==> src/rtl/fifo_flush_pkg.sv <==
// Shared types and constants for the flush-FIFO drain/unpack block.
package fifo_flush_pkg;

  localparam int NIBBLE_W    = 4;
  localparam int WORD_W      = 32;
  localparam int MAX_NIBBLES = 8;
  // Width of the upstream occupancy count (0..8, larger values possible on the wire)
  localparam int CURR_W      = 4;

  typedef enum logic [1:0] {
    IDLE  = 2'd0,
    FLUSH = 2'd1,
    WAIT  = 2'd2,
    DRAIN = 2'd3
  } state_t;

  // Clamp an upstream nibble count to the number of nibbles a word can hold
  function automatic logic [CURR_W-1:0] sat_nibbles(input logic [CURR_W-1:0] curr);
    if (curr > CURR_W'(MAX_NIBBLES)) begin
      return CURR_W'(MAX_NIBBLES);
    end
    return curr;
  endfunction

endpackage

==> src/rtl/flush_idle_timer.sv <==
// Idle timer: counts idle cycles with a partly filled upstream FIFO and
// flags when the forced-flush limit has been reached. Saturates at the limit.
module flush_idle_timer #(
  parameter int TIMEOUT = 16
) (
  input  logic rclock,
  input  logic reset,
  input  logic clear,
  input  logic advance,
  output logic expired
);

  localparam int TIMER_W = (TIMEOUT > 0) ? $clog2(TIMEOUT + 1) : 1;
  localparam logic [TIMER_W-1:0] LIMIT = TIMER_W'(TIMEOUT);

  logic [TIMER_W-1:0] timer_reg;

  // Count qualifying idle cycles; clear has priority, hold once the limit is hit
  always_ff @(posedge rclock or negedge reset) begin
    if (!reset) begin
      timer_reg <= '0;
    end else if (clear) begin
      timer_reg <= '0;
    end else if (advance && (timer_reg != LIMIT)) begin
      timer_reg <= timer_reg + TIMER_W'(1);
    end
  end

  assign expired = (timer_reg == LIMIT);

endmodule

==> src/rtl/fifo_drain_unpack.sv <==
// Requests flushes from an upstream nibble FIFO, captures the packed flush
// word and streams it out one nibble per beat (oldest nibble first) over a
// valid/ready interface. Only one flushed word is ever in flight.
module fifo_drain_unpack
  import fifo_flush_pkg::*;
#(
  parameter int THRESH    = 4,
  parameter int TIMEOUT   = 16,
  parameter int FLUSH_LAT = 2
) (
  input  logic                rclock,
  input  logic                reset,
  input  logic                fifo_empty_i,
  input  logic [CURR_W-1:0]   fifo_curr_i,
  input  logic [WORD_W-1:0]   fifo_rd_data_i,
  output logic                fifo_flush_o,
  output logic                out_valid_o,
  output logic [NIBBLE_W-1:0] out_data_o,
  output logic                out_last_o,
  input  logic                out_ready_i,
  output logic                busy_o,
  output logic [7:0]          flush_cnt_o
);

  // The flushed word is valid FLUSH_LAT cycles after the pulse; WAIT spans
  // exactly those cycles so its final cycle sees the valid word and the first
  // beat appears FLUSH_LAT+1 cycles after the FLUSH cycle.
  localparam int WAIT_W = (FLUSH_LAT > 1) ? $clog2(FLUSH_LAT) : 1;
  localparam logic [WAIT_W-1:0] WAIT_LAST = (FLUSH_LAT > 1) ? WAIT_W'(FLUSH_LAT - 1) : '0;
  localparam logic [CURR_W:0] THRESH_V = (CURR_W + 1)'(THRESH);

  state_t              state_reg;
  state_t              state_next;
  logic                armed_reg;
  logic [CURR_W-1:0]   count_reg;
  logic [WORD_W-1:0]   shreg_reg;
  logic [WAIT_W-1:0]   wait_cnt_reg;
  logic [7:0]          flush_cnt_reg;

  logic                at_thresh;
  logic                timer_expired;
  logic                timer_clear;
  logic                timer_advance;
  logic                wait_done;
  logic                beat_last;
  logic                beat_take;

  assign at_thresh     = ({1'b0, fifo_curr_i} >= THRESH_V);
  assign wait_done     = (state_reg == WAIT) && (wait_cnt_reg == WAIT_LAST);
  assign beat_last     = (count_reg == CURR_W'(1));
  assign beat_take     = (state_reg == DRAIN) && out_ready_i;
  assign timer_clear   = (state_reg != IDLE) || fifo_empty_i;
  assign timer_advance = (state_reg == IDLE) && !fifo_empty_i && !at_thresh;

  flush_idle_timer #(
    .TIMEOUT (TIMEOUT)
  ) u_idle_timer (
    .rclock  (rclock),
    .reset   (reset),
    .clear   (timer_clear),
    .advance (timer_advance),
    .expired (timer_expired)
  );

  // Hold off flush decisions for the first edge after reset release
  always_ff @(posedge rclock or negedge reset) begin
    if (!reset) begin
      armed_reg <= 1'b0;
    end else begin
      armed_reg <= 1'b1;
    end
  end

  // FSM state register
  always_ff @(posedge rclock or negedge reset) begin
    if (!reset) begin
      state_reg <= IDLE;
    end else begin
      state_reg <= state_next;
    end
  end

  // FSM next-state logic
  always_comb begin
    state_next = state_reg;
    case (state_reg)
      IDLE: begin
        if (armed_reg && !fifo_empty_i && (at_thresh || timer_expired)) begin
          state_next = FLUSH;
        end
      end
      FLUSH: begin
        state_next = WAIT;
      end
      WAIT: begin
        if (wait_done) begin
          state_next = (count_reg == '0) ? IDLE : DRAIN;
        end
      end
      DRAIN: begin
        if (out_ready_i && beat_last) begin
          state_next = IDLE;
        end
      end
      default: begin
        state_next = IDLE;
      end
    endcase
  end

  // FSM outputs; data and last are held because count/shreg only move on a taken beat
  always_comb begin
    fifo_flush_o = (state_reg == FLUSH);
    out_valid_o  = (state_reg == DRAIN);
    out_data_o   = (state_reg == DRAIN) ? shreg_reg[NIBBLE_W-1:0] : '0;
    out_last_o   = (state_reg == DRAIN) && beat_last;
    busy_o       = (state_reg != IDLE);
    flush_cnt_o  = flush_cnt_reg;
  end

  // Remaining-nibble count: latched on the flush, decremented per taken beat
  always_ff @(posedge rclock or negedge reset) begin
    if (!reset) begin
      count_reg <= '0;
    end else if (state_reg == FLUSH) begin
      count_reg <= sat_nibbles(fifo_curr_i);
    end else if (beat_take) begin
      count_reg <= count_reg - CURR_W'(1);
    end
  end

  // Wait-phase cycle counter, restarted on every flush
  always_ff @(posedge rclock or negedge reset) begin
    if (!reset) begin
      wait_cnt_reg <= '0;
    end else if (state_reg == FLUSH) begin
      wait_cnt_reg <= '0;
    end else if (state_reg == WAIT) begin
      wait_cnt_reg <= wait_cnt_reg + WAIT_W'(1);
    end
  end

  // Shift register: load the flushed word, then shift one nibble per taken beat
  always_ff @(posedge rclock or negedge reset) begin
    if (!reset) begin
      shreg_reg <= '0;
    end else if (wait_done) begin
      shreg_reg <= fifo_rd_data_i;
    end else if (beat_take) begin
      shreg_reg <= {{NIBBLE_W{1'b0}}, shreg_reg[WORD_W-1:NIBBLE_W]};
    end
  end

  // Count issued flushes, wrapping naturally at 8 bits
  always_ff @(posedge rclock or negedge reset) begin
    if (!reset) begin
      flush_cnt_reg <= '0;
    end else if (state_reg == FLUSH) begin
      flush_cnt_reg <= flush_cnt_reg + 8'd1;
    end
  end

endmodule

==> config.mk <==
export PLATFORM = sky130hd
export DESIGN_NAME = fifo_drain_unpack
export DESIGN_NICKNAME = d
export VERILOG_FILES = /design/src/rtl/fifo_flush_pkg.sv /design/src/rtl/flush_idle_timer.sv /design/src/rtl/fifo_drain_unpack.sv
export SDC_FILE = /design/constraint.sdc
export NUM_CORES = 1
export LEC_CHECK = 0
export ABC_AREA = 1
export BUFFER_PORTS_ARGS = -buffer_cell sky130_fd_sc_hd__buf_2
export CAP_MARGIN = 20
export CORE_ASPECT_RATIO = 0.75
export CORE_MARGIN = 4
export CORE_UTILIZATION = 60
export CTS_BUF_LIST = sky130_fd_sc_hd__clkbuf_8
export DETAILED_ROUTE_END_ITERATION = 10
export PLACE_DENSITY = 0.95
export SYNTH_ARGS = -nofsm -noshare
export SYNTH_HDL_FRONTEND = slang
export SYNTH_SLANG_ARGS = --single-unit
==> constraint.sdc <==
create_clock -name rclock -period 2.1 [get_ports rclock]
set_input_delay 0.42 -clock rclock [delete_from_list [all_inputs] [get_ports rclock]]
set_output_delay 0.42 -clock rclock [all_outputs]
set_load 0.03 [all_outputs]
Yosys cells after proc, flatten, opt, wreduce, memory -nomap -nowiden
Cells that the tools add are included.
- bits of input ports: 40
- memories: 0
- logic and storage cells: 61
- output and inout bits: 16
- flip-flop bits (word level): 53
- latch bits: 0
- bits in writable memories: 0
- bits in read-only memories: 0
- bitwise operators: 0
- magnitude comparators: 2
- add/sub/neg operators: 4
- equality and inequality tests: 9
- multiply operators: 0
- div/mod/pow operators: 0
- shift operators: 0
- reductions and logical operators: 21
- mux-type cells: 18
- operator list (kind ; number):
    32-bit two-way mux ; 2
    4-bit two-way mux ; 5
    5-bit two-way mux ; 2
    2-bit nonzero test ; 5
    1-bit logical AND ; 9
    8-bit by 1-bit adder with 8-bit output (second input constant) ; 1
    2-bit two-way mux ; 4
    2-bit case mux with 4 select lines ; 1
    5-bit by 1-bit adder with 5-bit output (second input constant) ; 1
    5-bit == test (second input constant) ; 1
    5-bit inequality test (second input constant) ; 1
    2-bit == test (second input constant) ; 2
    4-bit by 1-bit == test with 1-bit output (second input constant) ; 1
    4-bit by 3-bit >= comparator with 1-bit output (second input constant) ; 1
    4-bit greater-than comparator (second input constant) ; 1
    4-bit logical NOT ; 1
    1-bit two-way mux ; 4
    2-bit by 1-bit inequality test with 1-bit output (second input constant) ; 2
    4-bit by 1-bit subtractor with 4-bit output (second input constant) ; 1
    3-bit AND reduction ; 1
    2-bit by 1-bit == test with 1-bit output (second input constant) ; 1
    1-bit logical NOT ; 2
    2-bit logical NOT ; 1
    1-bit logical OR ; 2
    2 further kinds ; 2

Longest topological paths before layout
- depth after elaboration: 6
- mapped depth: 11
- mapped depth without buffers: 11

By module
Synthesis repeated with hierarchy kept, for this count alone.
- cell total of the unflattened synthesis: 340
- area, all modules: 2845.2 µm²
- by module, submodules not included (module ; area an instance (µm²) ; instances ; sequential area each (µm²) ; cells each):
    fifo_drain_unpack ; 2503.7 ; 1 ; 1201.2 ; 299
    flush_idle_timer ; 341.6 ; 1 ; 125.1 ; 41

Worst setup path after synthesis
No wires, ideal clock.
- kind: flip-flop to flip-flop
- start point: register state_reg[1]
- end point: register count_reg[3]
- period minus slack after synthesis: 1627 ps
- arrival time: 1503 ps
- library setup time: 124 ps
- cell stages (with the launch flop): 9
- path slack: 473 ps
- cells stage by stage: dfrtp_1 > inv_1 > ha_1 > buf_4 > inv_2 > buf_6 > nand3_1 > o21ai_0 > o21bai_1
- elaborated cells between the ends (all ways): 5
- RTL lines (element ; line ; text):
    start, declared ; fifo_drain_unpack.sv:32 ; state_t state_reg;
    start signal, assigned ; fifo_drain_unpack.sv:79 ; state_reg <= state_next;
    2-bit by 1-bit == test with 1-bit output * ; - ;
    named net fifo_flush_o ; fifo_drain_unpack.sv:16 ; output logic fifo_flush_o,
    4-bit two-way mux or 2-bit nonzero test (tied branches) ; - ;
    end signal, assigned ; fifo_drain_unpack.sv:126 ; count_reg <= sat_nibbles(fifo_curr_i);
    end signal, assigned ; fifo_drain_unpack.sv:128 ; count_reg <= count_reg - CURR_W'(1);
    end, declared ; fifo_drain_unpack.sv:35 ; logic [CURR_W-1:0] count_reg;
The timed path passes the listed nets; every way through them passes the cells marked *.
A chain may end at the register's enable or synchronous reset.

Worst setup path after layout
- start point: register state_reg[1]
- end point: output out_last_o
- word-level cells in the longest chain between the ends: 2
- ends and longest elaborated chain (element ; line ; text):
    2-bit == test ; fifo_drain_unpack.sv:116 ; out_last_o = (state_reg == DRAIN) && beat_last;
    1-bit logical AND ; fifo_drain_unpack.sv:116 ;
    end, declared ; fifo_drain_unpack.sv:19 ; output logic out_last_o,
No other way between the ends.

==> results.tsv <==
stage	metric	value	unit
route	drt_iter0_drc	160	
pwr	leakagePower	1.67	nW
sta	period_share	0.942	
sta	relSlewSlack	0.620	
layout	largest_register_ffs	32	
clock_tree	cts_tree	done	
route	drc	0	
place	dp_hpwl	4270	um
floorplanning	die_w	86.6	um
yosys	yosys_warnings	0	
yosys	netlist_instances	319	
sta	setup_viol	0	
yosys	syn_avg_cell_area	8.71	um2
route	vias	2277	
global_route	antenna_found_initial	0	
layout	diodes	0	
critical_path	path_cells	ha_1 > and3_2 > buf_2	
hold_path	hold_path.class	primary input to asynchronous set/reset pin	
critical_path	cp.required	1680	ps
yosys	yosysMostFrequentCell	o21ai_1	
yosys	yosysUniqueCellTypes	29	
floorplanning	die_area	5800	um2
critical_path	r2r_slack	250	ps
clock_tree	h-tree-depth	2	
clock_tree	cts_setup_buffers	0	
clock_tree	clkTransAtPathRegs	90	ps
layout	area_delta_synth_final	13.2	%
yosys	synth.cell_area	2780	um2
clock_tree	cts-root-buf	clkbuf_8	
critical_path	r2r_end	shreg_reg[20]	
global_route	gr-total-overflow	0	
sta	slew_viol_final	0	
global_route	grt_first_pass_wirelength	9480	um
floorplanning	die_y	66.9	um
critical_path	reg2reg_from	state_reg[0]	
critical_path	crit_type	flip-flop to output port	
place	placedCellCount	419	
place	place.gp.congestion	0.826	
clock_tree	cts_hold_buffers	0	
critical_path	critical_path_buf_inv_count	1	
global_route	grt_max_degree	44	
sta	hold_slack	112	ps
clock_tree	cts_resized	0	
yosys	synth_area_leaders	dfrtp_1, o21ai_1, inv_1, ha_1, nand2_1	
place	numPortBuffers	55	
floorplanning	initial_utilization	0.622	
route	firstDrtPassIters	4	
sta	fin_tns_setup	0	ps
yosys	synth_top_area_cell	dfrtp_1	
layout	final_cells	427	
yosys	yosys-top-cells-count	o21ai_1, dfrtp_1, inv_1	
critical_path	critical_path_arrival	1560	ps
clock_tree	clk_latency	290	ps
sta	fin_crit	1980	ps
sta	hold_viol_final	0	
yosys	netlist.area_leader.share	0.477	
run	drv_cap	0	
route	vias_per_cell	5.33	
sta	grt_setup_unrepaired	false	
yosys	ys_seq_area_frac	0.477	
yosys	ys_ff_latch	53	
critical_path	start_kind	flip-flop	
yosys	synth_edf_count	0	
yosys	ys_async_sr_fraction	1.00	
sta	clock_skew	5.30	ps
pwr	cellPowerDensity	1340	nW/um2
global_route	grt_usage	0.208	
sta	tightest_slew	570	ps
route	wirelength	5890	um
clock_tree	cts.sinks	53	
pwr	peakVddDrop	0.891	mV
yosys	synthFlopType	dfrtp_1	
clock_tree	cts.path.max_buffers	2	
route	detail-route-antenna-nets	0	
route	routedWlPerCell	13.8	um
critical_path	critPathSlowestCell	dfrtp_1	
outcome	status	complete, no violations	
floorplanning	core	4470	um2
floorplanning	row_count	21	
floorplanning	ios	56	
critical_path	path_delay_family	flip-flops	
global_route	grt_pass1_vias	2063	
layout	drive_gt1_frac	0.216	
critical_path	path_max_fanout	9	
yosys	syn_nets	370	
layout	layout.nets	420	
layout	fill_cells	366	
critical_path	r2r_cells	4	
sta	max_freq	0.505	GHz
critical_path	cp-end-kind	output port	
critical_path	cp_slowest_stage_delay	430	ps
clock_tree	cts_buffers	5	
[logic make-up after synthesis]
group | synth area share
DFF | 0.477
adders and majority gates | 0.0495
and+or+nand+nor | 0.152
other | 0.00135
AOI/OAI and AO/OA | 0.183
xor gates and xnor gates | 0.0284
buffers and inverters | 0.109
[layout make-up]
cell class | instances | area (um2) | share of cell area
clock buffer | 7 | 96.3 | 0.0306
clock inverter | 1 | 5.00 | 0.00159
inverter | 48 | 180 | 0.0573
multi-input combinational | 204 | 1150 | 0.366
sequential | 53 | 1330 | 0.422
tap | 57 | 71.3 | 0.0227
timing repair buffer | 57 | 315 | 0.100
[worst max path at each step]
stage | from | end | depth (start not counted)
finish | state_reg[1] | out_last_o | 3
global route | state_reg[1] | out_last_o | 3
CTS | state_reg[1] | fifo_flush_o | 3
detailed placement | state_reg[0] | shreg_reg[20] | 4
global placement | state_reg[0] | shreg_reg[18] | 7
floorplan | state_reg[1] | count_reg[3] | 8
[layout by cell type, fill, tap and decap left out, types with 8 or more instances in the layout]
cell type  instances
xor2_1             8
nand2_1           35
o21ai_0           14
inv_1             46
dfrtp_1           53
o21ai_1           75
nand3_1           19
a21oi_1            8
nor2_1            11
ha_1              11
buf_2             55
[metrics by stage]
stage | util | setup slack (ps) | power, mW | cell area (um2)
floorplan | - | 473 | 3.20 | 2780
global placement | 0.682 | 438 | 3.48 | 3040
detailed placement | 0.682 | 320 | 3.61 | 3040
CTS | 0.704 | 110 | 4.23 | 3150
global route | 0.704 | 26.0 | 4.54 | 3150
finish | 0.704 | 121 | 4.21 | 3150
[power breakdown]
group / internal (mW) / total [mW] / leakage, nW / switching [mW]
clock: 0.299 / 0.612 / 0.0542 / 0.313
sequential: 1.47 / 1.71 / 0.651 / 0.248
combinational: 0.646 / 1.89 / 0.961 / 1.24
total: 2.41 / 4.21 / 1.67 / 1.80
[routing by layer]
layer,GRT usage,up-vias,part of all wire
met3,0.0408,8,0.049
met1,0.275,1069,0.44
li1,-,1144,-
met2,0.347,56,0.49
met4,0.0642,0,0.015
met5,0,-,0
(Power assumes the default switching activity.)
